File: config.mk
export PLATFORM = sky130hd
export DESIGN_NAME = shift_issue_ctrl
export DESIGN_NICKNAME = d
export VERILOG_FILES = /design/src/rtl/shift_pkg.sv /design/src/rtl/shift_watchdog.sv /design/src/rtl/shift_issue_ctrl.sv
export SDC_FILE = /design/constraint.sdc
export NUM_CORES = 1
export LEC_CHECK = 0
export ABC_CLOCK_PERIOD_IN_PS = 2220
export CORE_UTILIZATION = 35
export DETAILED_ROUTE_END_ITERATION = 8
export SYNTH_ARGS = -nofsm -noshare
export SYNTH_HDL_FRONTEND = slang
export SYNTH_HIERARCHICAL = 1
export SYNTH_SLANG_ARGS = --single-unit
File: constraint.sdc
create_clock -name clk -period 2.22 [get_ports clk]
set_input_delay 0.666 -clock clk [delete_from_list [all_inputs] [get_ports clk]]
set_output_delay 0.666 -clock clk [all_outputs]
set_load 0.05 [all_outputs]
File: src/rtl/shift_pkg.sv
// Shared encodings for the shift issue/writeback controller.
// Holds shift ctrl codes, FSM states and the default watchdog limit.
package shift_pkg;

    localparam logic [1:0] SH_LSL = 2'b00;
    localparam logic [1:0] SH_LSR = 2'b01;
    localparam logic [1:0] SH_ASR = 2'b10;
    localparam logic [1:0] SH_ROR = 2'b11;

    localparam int TIMEOUT_DEF = 15;

    typedef enum logic [1:0] {
        ST_IDLE   = 2'b00,
        ST_LAUNCH = 2'b01,
        ST_WAIT   = 2'b10,
        ST_RESP   = 2'b11
    } state_t;

endpackage

File: src/rtl/shift_watchdog.sv
// Saturating 8-bit wait counter for the shift issue controller.
// first flags the opening wait cycle; expire flags the last allowed one.
module shift_watchdog
    import shift_pkg::*;
#(
    parameter int TIMEOUT = TIMEOUT_DEF
) (
    input  logic clk,
    input  logic rst,
    input  logic clr,
    input  logic en,
    output logic first,
    output logic expire
);

    localparam logic [7:0] LAST = 8'(TIMEOUT - 1);

    logic [7:0] cnt;

    // Count wait cycles, cleared on launch, never wrapping past 255.
    always_ff @(posedge clk or posedge rst) begin
        if (rst) begin
            cnt <= '0;
        end else if (clr) begin
            cnt <= '0;
        end else if (en && cnt != 8'hFF) begin
            cnt <= cnt + 8'd1;
        end
    end

    assign first  = (cnt == 8'd0);
    assign expire = (cnt >= LAST);

endmodule

File: src/rtl/shift_issue_ctrl.sv
// Issue/writeback controller wrapping a sequential shifter.
// Optional SHIFT_ZERO_BYPASS_EN: zero-amount ops skip the shifter.
module shift_issue_ctrl
    import shift_pkg::*;
#(
    parameter int WIDTH   = 8,
    parameter int AMT_W   = 3,
    parameter int DEST_W  = 3,
    parameter int TIMEOUT = TIMEOUT_DEF
) (
    input  logic              clk,
    input  logic              rst,
    input  logic              req_valid,
    output logic              req_ready,
    input  logic [1:0]        req_ctrl,
    input  logic [AMT_W-1:0]  req_amt,
    input  logic [WIDTH-1:0]  req_data,
    input  logic [DEST_W-1:0] req_dest,
    output logic              sh_start,
    output logic [1:0]        sh_ctrl,
    output logic [AMT_W-1:0]  sh_amt,
    output logic [WIDTH-1:0]  sh_data,
    input  logic [WIDTH-1:0]  sh_result,
    input  logic              sh_done,
    output logic              wb_valid,
    input  logic              wb_ready,
    output logic [WIDTH-1:0]  wb_data,
    output logic [DEST_W-1:0] wb_dest,
    output logic              wb_err,
    output logic              busy
);

    state_t state;
    state_t state_nxt;
    logic   bypass;
    logic   wd_clr;
    logic   wd_en;
    logic   wd_first;
    logic   wd_expire;
    logic   done_ok;

`ifdef SHIFT_ZERO_BYPASS_EN
    assign bypass = (req_amt == '0);
`else
    assign bypass = 1'b0;
`endif

    assign wd_clr  = (state == ST_LAUNCH);
    assign wd_en   = (state == ST_WAIT);
    assign done_ok = sh_done && !wd_first;

    shift_watchdog #(
        .TIMEOUT(TIMEOUT)
    ) u_wd (
        .clk    (clk),
        .rst    (rst),
        .clr    (wd_clr),
        .en     (wd_en),
        .first  (wd_first),
        .expire (wd_expire)
    );

    // State register.
    always_ff @(posedge clk or posedge rst) begin
        if (rst) begin
            state <= ST_IDLE;
        end else begin
            state <= state_nxt;
        end
    end

    // Next state and state-decoded handshake outputs.
    always_comb begin
        state_nxt = state;
        req_ready = 1'b0;
        sh_start  = 1'b0;
        wb_valid  = 1'b0;
        busy      = 1'b1;
        case (state)
            ST_IDLE: begin
                req_ready = 1'b1;
                busy      = 1'b0;
                if (req_valid) begin
                    state_nxt = bypass ? ST_RESP : ST_LAUNCH;
                end
            end
            ST_LAUNCH: begin
                sh_start  = 1'b1;
                state_nxt = ST_WAIT;
            end
            ST_WAIT: begin
                if (done_ok || wd_expire) begin
                    state_nxt = ST_RESP;
                end
            end
            ST_RESP: begin
                wb_valid = 1'b1;
                if (wb_ready) begin
                    state_nxt = ST_IDLE;
                end
            end
            default: state_nxt = ST_IDLE;
        endcase
    end

    // Operand latch on accept, result capture on done or timeout.
    always_ff @(posedge clk or posedge rst) begin
        if (rst) begin
            sh_ctrl <= '0;
            sh_amt  <= '0;
            sh_data <= '0;
            wb_dest <= '0;
            wb_data <= '0;
            wb_err  <= 1'b0;
        end else begin
            if (state == ST_IDLE && req_valid) begin
                sh_ctrl <= req_ctrl;
                sh_amt  <= req_amt;
                sh_data <= req_data;
                wb_dest <= req_dest;
                if (bypass) begin
                    wb_data <= req_data;
                    wb_err  <= 1'b0;
                end
            end
            if (state == ST_WAIT) begin
                if (done_ok) begin
                    wb_data <= sh_result;
                    wb_err  <= 1'b0;
                end else if (wd_expire) begin
                    wb_data <= '0;
                    wb_err  <= 1'b1;
                end
            end
        end
    end

endmodule

==> load_flow_metrics.sql <==
INSERT INTO impl_metrics (metric_group, metric, value, unit) VALUES
('sta', 'fin_setup_tns', '0', 'ns'),
('sta', 'maxSlewHeadroom', '0.6491', ''),
('logic_synthesis', 'async_reset_ff_frac', '1.000', ''),
('die', 'die_w', '70.83', 'um'),
('drt', 'drt-wirelength-per-cell', '15.33', 'um'),
('status', 'violations', 'DRC', ''),
('layout', 'layout.filler_cells', '379', ''),
('cts', 'cts_resized', '0', ''),
('layout', 'area.sequential', '875.8', 'um^2'),
('die', 'initial_utilization', '0.3730', ''),
('sta', 'tightest_slew', '0.5247', 'ns'),
('critical_path', 'critPathBufInv', '1', ''),
('logic_synthesis', 'synth_commonest_cells', 'dfrtp_1 (35), mux2_2 (16), a22o_1 (8), inv_1 (8), ha_1 (7)', ''),
('drt', 'via_per_inst', '5.054', ''),
('cts', 'tritoncts_clock_tree', 'yes', ''),
('global_route', 'wire_length_of_the_first_global_routing_pass', '6203', 'um'),
('power_and_ir_drop', 'p_leak', '1.057', 'nW'),
('critical_path', 'crit_fanout', '2', ''),
('critical_path', 'crit_path_top_delay_cell', 'clkdlybuf4s50_1', ''),
('cts', 'path_clk_slew', '0.08', 'ns'),
('drt', 'drc_violation_count_after_routing', '16', ''),
('critical_path', 'reg2regPathDepth', '5', ''),
('critical_path', 'worst-endpoint-arrival', '1.47', 'ns'),
('critical_path', 'critical_path.reg2reg.startpoint', 'u_wd/cnt[7]', ''),
('layout', 'final_net_count', '225', ''),
('sta', 'clock_skew', '0.006246', 'ns'),
('min_path', 'holdPathEnd', 'wb_data[0]', ''),
('logic_synthesis', 'synth_seq_area_share', '0.5283', ''),
('cts', 'clock_tree.buffer_depth', '2', ''),
('global_route', 'globalRouteOverflowTotal', '0', ''),
('drt', 'total_number_of_vias', '1223', ''),
('drt', 'postRouteAntennaNets', '0', ''),
('die', 'coreArea', '4444', 'um^2'),
('logic_synthesis', 'synth_flop_cell', 'dfrtp_1', ''),
('placement', 'half_perimeter_wire_length_of_the_detailed_placement_result', '2753', 'um'),
('logic_synthesis', 'synthesis.nets', '165', ''),
('global_route', 'grt_max_degree', '28', ''),
('cts', 'holdBufCountCts', '0', ''),
('critical_path', 'critical_path.cell_chain', 'clkdlybuf4s50_1', ''),
('critical_path', 'critPathKind', 'register to output pin', ''),
('die', 'die_area', '5016', 'um^2'),
('die', 'die_height', '70.83', 'um'),
('power_and_ir_drop', 'max-vdd-ir-drop', '0.5828', 'mV'),
('sta', 'grt_setup_unrepaired', 'false', ''),
('logic_synthesis', 'fraction_of_post_synthesis_cell_area_in_the_top_cell_type_by_area', '0.5283', ''),
('drt', 'route.final.wire_length', '3710', 'um'),
('sta', 'timing_max_transition_violations_final', '0', ''),
('logic_synthesis', 'synthCells', '129', ''),
('global_route', 'first_global_vias', '1251', ''),
('critical_path', 'cpPeakStageDelay', '0.82', 'ns'),
('global_route', 'grt_antenna_before_repair', '0', ''),
('job', 'drv.max_cap_violation_count', '0', ''),
('sta', 'min_period', '2.139', 'ns'),
('min_path', 'hold_depth', '1', ''),
('logic_synthesis', 'post-synth-top-count-cell', 'dfrtp_1', ''),
('critical_path', 'critical_path.endpoint_type', 'output pin', ''),
('min_path', 'hp-class', 'register to register', ''),
('sta', 'fmax', '467.5', 'MHz'),
('power_and_ir_drop', 'power_per_cell_area', '1668', 'nW/um^2'),
('logic_synthesis', 'synthTopCellsByArea', 'dfrtp_1 (53%), mux2_2 (11%), ha_1 (5.3%)', ''),
('critical_path', 'timing.critical_path.max_delay_family', 'buffers and inverters', ''),
('sta', 'final_hold_viol_count', '0', ''),
('sta', 'timing.final.ws_setup', '0.08075', 'ns'),
('critical_path', 'worstReg2RegEnd', 'wb_data[5]', ''),
('sta', 'setup_viol', '0', ''),
('placement', 'globalplace.congestion', '0.8839', ''),
('placement', 'dp_slack', '0.2197', 'ns'),
('status', 'outcome', 'complete, but fails checks', ''),
('layout', 'antenna_diodes', '0', ''),
('layout', 'multi_input_area', '715.7', 'um^2'),
('critical_path', 'worst_setup_path_start_kind', 'register', '');
## cells by family after synthesis
family	count (synthesis)	synth area share
AOI/OAI and AO/OA	25	0.1245
buffers and inverters	14	0.03999
muxes	21	0.1509
and+or+nand+nor	27	0.1034
adders and majority gates	7	0.05283
DFF	35	0.5283
## stage by stage
step | power (mW) | hold slack [ns] | std cells | area, um^2 | utilization
floorplan | 2.674 | 0.4817 | 129 | 1658 | -
global placement | 3.412 | 0.4835 | 234 | 2296 | 0.5166
detailed placement | 3.466 | 0.4868 | 234 | 2296 | 0.5166
CTS | 4.057 | 0.5081 | 242 | 2409 | 0.5419
global route | 4.215 | 0.5269 | 242 | 2409 | 0.5419
finish | 4.017 | 0.5045 | 242 | 2409 | 0.5419
## state kept, by name (all words and copies together), names as in the netlist
register	count
wb_dest	3
u_wd/cnt	8
wb_data	8
sh_ctrl	2
sh_amt	3
sh_data	8
wb_err	1
state	2
## layer usage
metal,part of all wire,track usage,vias to the layer above,wire (um)
met5,0,0,-,0
met4,0.0092,0.07333,0,34
met3,0.061,0.03561,4,227
met2,0.49,0.2714,44,1809
met1,0.44,0.2042,589,1639
li1,-,-,586,-
## layout make-up
type | instances | area share
Inverter | 9 | 0.01403
Sequential cell | 35 | 0.3636
Multi-Input combinational cell | 80 | 0.2971
Tap cell | 52 | 0.02701
Timing Repair Buffer | 58 | 0.2514
Clock buffer | 5 | 0.02857
Clock inverter | 3 | 0.01818
## layout by cell type, fill, tap and decap left out, types with 2 or more instances in the layout
cell and count:
clkdlybuf4s50_1 53, dfrtp_1 35, mux2_2 16, inv_1 8
a22o_1 8, ha_1 7, nor2_1 5, clkbuf_8 5
nand2b_1 4, mux2_4 4, a21oi_1 3, buf_12 3
nand2_1 3, nand3_1 3, buf_4 2, and4_1 2
nor2b_1 2
## where the power goes
part,internal (mW),switching [mW]
registers,0.910,0.177
logic,0.934,1.42
clock network,0.334,0.240
## worst max path at each step
stage                      from    endpoint  slack (ns)  cells after the start
finish               wb_data[1]  wb_data[1]        0.08                      1
global route           state[1]    sh_start        0.02                      3
CTS                  wb_data[1]  wb_data[1]        0.06                      1
detailed placement  u_wd/cnt[7]    state[1]        0.22                      5
global placement        sh_done    state[1]        0.25                      4
floorplan              state[0]    state[1]        0.20                      5
No activity file was read; power rests on OpenSTA's default activity.
